--- src/rtl/apb_pkg.sv ---
// APB requester shared types: FSM state encoding, bus widths, response bundle.
// No logic of its own; imported by the bridge and its select decoder.
// Widths are fixed by the 8-select APB bus used by the slave models.
package apb_pkg;

   localparam int APB_ADDR_W = 32;
   localparam int APB_DATA_W = 32;
   localparam int APB_SEL_W  = 8;

   typedef enum logic [1:0] {
      IDLE   = 2'd0,
      SETUP  = 2'd1,
      ACCESS = 2'd2,
      RESP   = 2'd3
   } apb_state_e;

   typedef struct packed {
      logic [APB_DATA_W-1:0] rdata;
      logic                  err;
      logic                  timeout;
   } apb_rsp_t;

endpackage

--- src/rtl/apb_sel_decode.sv ---
// Address to one-hot slave select decode with out-of-range detection.
// Latency: purely combinational.
// Backpressure: none; the caller samples the result on command accept.
module apb_sel_decode
   import apb_pkg::*;
#(
   parameter int NUM_SLAVES = 8,
   parameter int SEL_LSB    = 28
) (
   input  logic [APB_ADDR_W-1:0] addr,
   output logic [APB_SEL_W-1:0]  sel,
   output logic                  decode_err
);

   logic [2:0] idx;

   assign idx = addr[SEL_LSB+2:SEL_LSB];

   // Select lines beyond the populated slave count are a decode error, not a bus cycle.
   always_comb begin
      sel        = '0;
      decode_err = ({29'd0, idx} >= NUM_SLAVES);
      if (!decode_err) begin
         sel[idx] = 1'b1;
      end
   end

endmodule

--- src/rtl/apb_master_bridge.sv ---
// Valid/ready command port to APB SETUP/ACCESS requester with timeout.
// Latency: accept->SETUP 1 cycle, ACCESS >=1 cycle, then a 1-cycle response pulse.
// Backpressure: cmd_ready is high only in IDLE; one transfer in flight at a time.
module apb_master_bridge
   import apb_pkg::*;
#(
   parameter int NUM_SLAVES = 8,
   parameter int SEL_LSB    = 28,
   parameter int TIMEOUT    = 16
) (
   input  logic                  pclk,
   input  logic                  preset,
   input  logic                  cmd_valid,
   output logic                  cmd_ready,
   input  logic                  cmd_write,
   input  logic [APB_ADDR_W-1:0] cmd_addr,
   input  logic [APB_DATA_W-1:0] cmd_wdata,
   output logic                  rsp_valid,
   output logic [APB_DATA_W-1:0] rsp_rdata,
   output logic                  rsp_err,
   output logic                  rsp_timeout,
   output logic [APB_ADDR_W-1:0] paddr,
   output logic [APB_SEL_W-1:0]  pselx,
   output logic                  penable,
   output logic                  pwrite,
   output logic [APB_DATA_W-1:0] pwdata,
   input  logic [APB_DATA_W-1:0] prdata,
   input  logic                  pready,
   input  logic                  pslverr
);

   localparam int CW = $clog2(TIMEOUT + 1);

   apb_state_e           state;
   logic [APB_SEL_W-1:0] sel_q;
   logic [CW-1:0]        wait_cnt;
   apb_rsp_t             rsp_q;
   logic [APB_SEL_W-1:0] dec_sel;
   logic                 dec_err;
   logic                 accept;

   apb_sel_decode #(
      .NUM_SLAVES (NUM_SLAVES),
      .SEL_LSB    (SEL_LSB)
   ) u_dec (
      .addr       (cmd_addr),
      .sel        (dec_sel),
      .decode_err (dec_err)
   );

   assign cmd_ready   = (state == IDLE);
   assign accept      = cmd_valid && cmd_ready;
   assign pselx       = ((state == SETUP) || (state == ACCESS)) ? sel_q : '0;
   assign penable     = (state == ACCESS);
   assign rsp_valid   = (state == RESP);
   assign rsp_rdata   = rsp_q.rdata;
   assign rsp_err     = rsp_q.err;
   assign rsp_timeout = rsp_q.timeout;

   // Sequence the transfer; rsp_q is only non-zero while RESP is presented.
   always_ff @(posedge pclk) begin
      if (preset) begin
         state    <= IDLE;
         wait_cnt <= '0;
         rsp_q    <= '0;
      end else begin
         case (state)
            IDLE: begin
               if (accept) begin
                  if (dec_err) begin
                     rsp_q <= '{rdata: '0, err: 1'b1, timeout: 1'b0};
                     state <= RESP;
                  end else begin
                     state <= SETUP;
                  end
               end
            end
            SETUP: begin
               wait_cnt <= CW'(1);
               state    <= ACCESS;
            end
            ACCESS: begin
               // pready is only meaningful here; the slave drops it once penable falls.
               if (pready) begin
                  rsp_q.rdata   <= (!pwrite && !pslverr) ? prdata : '0;
                  rsp_q.err     <= pslverr;
                  rsp_q.timeout <= 1'b0;
                  state         <= RESP;
               end else if (wait_cnt == CW'(TIMEOUT)) begin
                  rsp_q <= '{rdata: '0, err: 1'b1, timeout: 1'b1};
                  state <= RESP;
               end else begin
                  wait_cnt <= wait_cnt + CW'(1);
               end
            end
            RESP: begin
               rsp_q <= '0;
               state <= IDLE;
            end
            default: state <= IDLE;
         endcase
      end
   end

   // Capture the command on accept; address/data/direction then hold until the next one.
   always_ff @(posedge pclk) begin
      if (preset) begin
         paddr  <= '0;
         pwrite <= 1'b0;
         pwdata <= '0;
         sel_q  <= '0;
      end else if (accept) begin
         paddr  <= cmd_addr;
         pwrite <= cmd_write;
         pwdata <= cmd_wdata;
         sel_q  <= dec_sel;
      end
   end

endmodule

--- config.mk ---
export PLATFORM = sky130hd
export DESIGN_NAME = apb_master_bridge
export DESIGN_NICKNAME = d
export VERILOG_FILES = /design/src/rtl/apb_pkg.sv /design/src/rtl/apb_sel_decode.sv /design/src/rtl/apb_master_bridge.sv
export SDC_FILE = /design/constraint.sdc
export NUM_CORES = 1
export LEC_CHECK = 0
export CAP_MARGIN = 0
export CORE_MARGIN = 10
export CORE_UTILIZATION = 37
export DETAILED_ROUTE_END_ITERATION = 16
export PLACE_DENSITY = 0.83
export SYNTH_ARGS = -nofsm -noshare
export SYNTH_HDL_FRONTEND = slang
export SYNTH_SLANG_ARGS = --single-unit
--- constraint.sdc ---
create_clock -name pclk -period 1.7 [get_ports pclk]
set_input_delay 0.51 -clock pclk [delete_from_list [all_inputs] [get_ports pclk]]
set_output_delay 0.51 -clock pclk [all_outputs]
set_load 0.005 [all_outputs]
==> summary.txt <==
Run status
  • Status: complete, but fails checks
  • Failing checks: setup timing

Synthesis
  • Library cells used by synthesis: 34
  • Netlist Area Pre-Place: about 4400 µm²
  • Syn nets: 646
  • Syn Area/Cell: 8.177 µm²
  • Ys Warns: 0
  • Sequential area share after synthesis: 0.5188
  • Yosys reg bits: between 100 and 150
  • Post-Syn Instances: 538

Placement
  • Dpl cells: roughly 870
  • Port Buf Inserts: 211
  • Post-detail-place hpwl: around 11000 µm
  • GPL Wtd Cong: 0.8479

Final layout
  • Multi-input combinational cell area: between 1500 and 2000 µm²
  • Layout cells sized above 1: 0.1150
  • Nets: roughly 860
  • Syn-to-layout area delta: 67.18%
  • Post-layout util: 0.6386
  • Fill cell count: slightly above 900
  • Finished Layout Cells: 908
  • Diode count: 0
  • Seq. cell area: 2286 µm²

Setup path
  • CP max stage delay: approximately 340 ps
  • Top cell by count, worst path: buf_6
  • Delay-heaviest family, CP: flip-flops
  • Bufs and invs on worst path: 3
  • CP required: 1190 ps
  • Setup crit start: state[1]
  • CP Capture Point: pselx[7]
  • Reg-to-reg critical path endpoint: wait_cnt[4]
  • CP startpoint kind: register
  • R2r setup slk: approximately 50 ps
  • Worst-path maximum fanout: 6
  • Crit path max-delay cell type: dfxtp_2
  • Worst setup EP type: output port
  • Critical path arrival: 1400 ps
  • Critical path type: register to output port
  • Worst r2r src: state[1]
  • Cells on worst reg2reg path: 7
  • CP Depth: 5
  • Crit-path cells: inv_2 > ha_4 > buf_6 > and2_4 > buf_6

CTS
  • Clk Latency, worst-skew pair: 410 ps
  • Clock root cell: clkbuf_16
  • CTS clk-pin slew, worst paths: ~50 ps
  • CTS Hold Buffers Added: 0
  • Number of CTS-inserted buffers: 17
  • Clock sink count: roughly 110
  • TritonCTS clock tree: done
  • H-tree levels: 4
  • Bufs on Longest Clock Path: 2

Die
  • Die H: 129.0 µm
  • IO Count: between 200 and 250
  • Die Wd: ~130 µm
  • Die footprint: around 17000 µm²
  • Initial Util: 0.3820
  • CORE AREA: approximately 12000 µm²
  • Placement row count: 39

Routing
  • Antenna Nets Post-Route: 0
  • DR vias: 4504
  • Post-Route WL: around 15000 µm
  • DRC violations left: 0
  • Post-DR vias/cell: roughly 5.0
  • Pre-antenna DRT Iters: 5
  • First DRT Iteration DRCs: around 350
  • DR WL/cell: 16.26 µm

STA
  • Slew headroom: 0.6946
  • PnR worst setup slack: -208.3 ps
  • Minimum clock period: about 1900 ps
  • Final Skew: between 5 and 6 ps
  • Fin crit share: 1.123
  • RSZ-0062 raised after global routing: yes
  • Final setup vio count: 10
  • Pins Over Slew Limit: 0
  • Highest clock rate: 0.5240 GHz
  • Slew @ Worst Pin: around 460 ps
  • Setup TNS: -1340 ps
  • Final hold violations: 0

Global route
  • Vias in the first global route: around 4600
  • First-pass GRT wire length: about 23000 µm
  • Initial antenna violation count: 0
  • Largest net degree at the start of global routing: 66
  • Grt ovf: 0
  • All-Layer GR Usage: 0.1747

Pwr
  • Power Total: between 10000 and 15000 µW
  • Pwr dens: around 1400 nW/µm²
  • Worst VDD drop: between 0.8 and 0.9 mV
  • Leakage: ~0.0032 µW

Min path
  • Worst hold stages: 2
  • Hold Path Class: register to register

Run
  • Max cap viols: 0
[per-layer routing]
metal | up-vias | wire (µm) | global-route usage
met5 | - | 0 | 0
met4 | 0 | 318 | 0.07826
met3 | 26 | 1642 | 0.08972
met2 | 171 | 7248 | 0.2982
met1 | 2084 | 5550 | 0.1757
li1 | 2223 | - | -
[stage by stage]
step / hold slack, ps / setup slack (ps) / cell area, µm²
floorplan: 427.3 / 64.56 / 4402
global placement: 441.1 / -227.8 / 6733
detailed placement: 444.0 / -262.5 / 6733
CTS: 451.5 / -231.0 / 7229
global route: 461.9 / -270.0 / 7355
finish: 448.1 / -208.3 / 7355
[flip-flops by register name (all words and copies together), names as in the netlist]
signal / count
state: 2
pwdata: 32
rsp_timeout: 1
rsp_rdata: 32
wait_cnt: 5
rsp_err: 1
pwrite: 1
paddr: 32
sel_q: 8
[how the worst min path moves through the flow]
stage | startpoint | endpoint
floorplan | sel_q[6] | sel_q[6]
global route | paddr[16] | paddr[16]
CTS | paddr[11] | paddr[11]
global placement | paddr[20] | paddr[20]
detailed placement | sel_q[7] | sel_q[7]
finish | pwdata[3] | pwdata[3]
[cell usage in the layout (no fill, tap or decap), types with 2 or more instances in the layout]
cell,count
nand2_1,138
dfxtp_1,111
clkdlybuf4s50_1,100
dlygate4sd2_1,99
a21oi_1,77
nand3_1,38
nand2b_1,37
o21ai_1,23
clkbuf_16,19
buf_4,18
o21ai_0,11
nor2_1,8
buf_6,6
buf_12,6
and2_1,5
clkbuf_8,5
buf_2,4
and2_4,3
inv_1,3
nand4b_1,3
ha_4,3
ha_1,3
clkbuf_1,3
clkinv_2,3
dfxtp_2,3
nor4b_1,2
nor4_1,2
or3_1,2
a31oi_1,2
o21ai_2,2
bufinv_16,2
clkdlybuf4s15_2,2
buf_8,2
[layout make-up]
class                   instances  area share
clock buffers                  25     0.06873
clock inverters                 5     0.01021
inverters                       5    0.002892
multi-input cells             376      0.2671
flip-flops and latches        114      0.3108
well taps                     143     0.02433
repair buffers                240      0.3159
[worst register-to-register path: cells and delay by family, from the launching register on]
family | cells | cell delay (ps)
flip-flops | 1 | 340
adder cells (fa/ha/maj) | 1 | 280
AO/OA/AOI/OAI | 1 | 170
buffers and inverters | 3 | 310
AND/OR/NAND/NOR | 2 | 460
[cells in the mapped netlist]
| cell type | count | area, µm² |
|---|---|---|
| o22a_4 | 1 | 17.52 |
| mux2i_1 | 1 | 10.01 |
| nor4b_1 | 2 | 17.52 |
| nor3_1 | 1 | 5.000 |
| nor4_2 | 1 | 12.51 |
| a21oi_1 | 77 | 385.4 |
| a311oi_1 | 1 | 8.760 |
| nand4b_1 | 3 | 26.28 |
| dfxtp_1 | 114 | 2282 |
| or3b_1 | 1 | 8.760 |
| nor4_1 | 2 | 12.51 |
| a21o_1 | 1 | 7.510 |
| o21ai_0 | 15 | 75.07 |
| buf_6 | 5 | 56.30 |
| a31oi_1 | 2 | 12.51 |
| clkbuf_2 | 2 | 10.01 |
| or3_1 | 2 | 12.51 |
| and4bb_4 | 1 | 16.27 |
| buf_1 | 11 | 41.29 |
| nor2b_1 | 2 | 12.51 |
| nand3_1 | 38 | 190.2 |
| or2b_1 | 1 | 7.510 |
| o21ai_1 | 20 | 100.1 |
| a221oi_1 | 1 | 8.760 |
| clkbuf_1 | 18 | 67.56 |
| buf_2 | 8 | 40.04 |
| nand2b_1 | 38 | 237.7 |
| ha_1 | 6 | 75.07 |
| inv_1 | 5 | 18.77 |
| nand2_1 | 139 | 521.8 |
| and2_1 | 9 | 56.30 |
| o21ai_2 | 1 | 8.760 |
| nand4_1 | 1 | 6.260 |
| nor2_1 | 8 | 30.03 |
[cell families (layout without fill, tap and decap cells)]
kind of cell             Yosys count  after routing  share of synthesized area
multiplexers                       1              1                   0.002275
flip-flops                       114            114                     0.5188
adder cells (fa/ha/maj)            6              6                    0.01706
AND/OR/NAND/NOR                  249            249                     0.2668
buffers and inverters             49            275                    0.05318
AO/OA/AOI/OAI                    119            120                     0.1419
[power breakdown]
| group | switching [µW] | internal [µW] | leakage [µW] |
|---|---|---|---|
| logic | 1770 | 1730 | 0.00195 |
| clock network | 1120 | 2320 | 0.000289 |
| registers | 205 | 3080 | 0.000930 |
| total | 3100 | 7140 | 0.00317 |
[what timing repair did]
action	4_1_cts	5_1_grt
pin swaps	3	3
gates resized for setup	155	17
endpoints found under the setup margin	112	30
cloned	0	3
setup buffers	2	3
(Power assumes the default switching activity.)
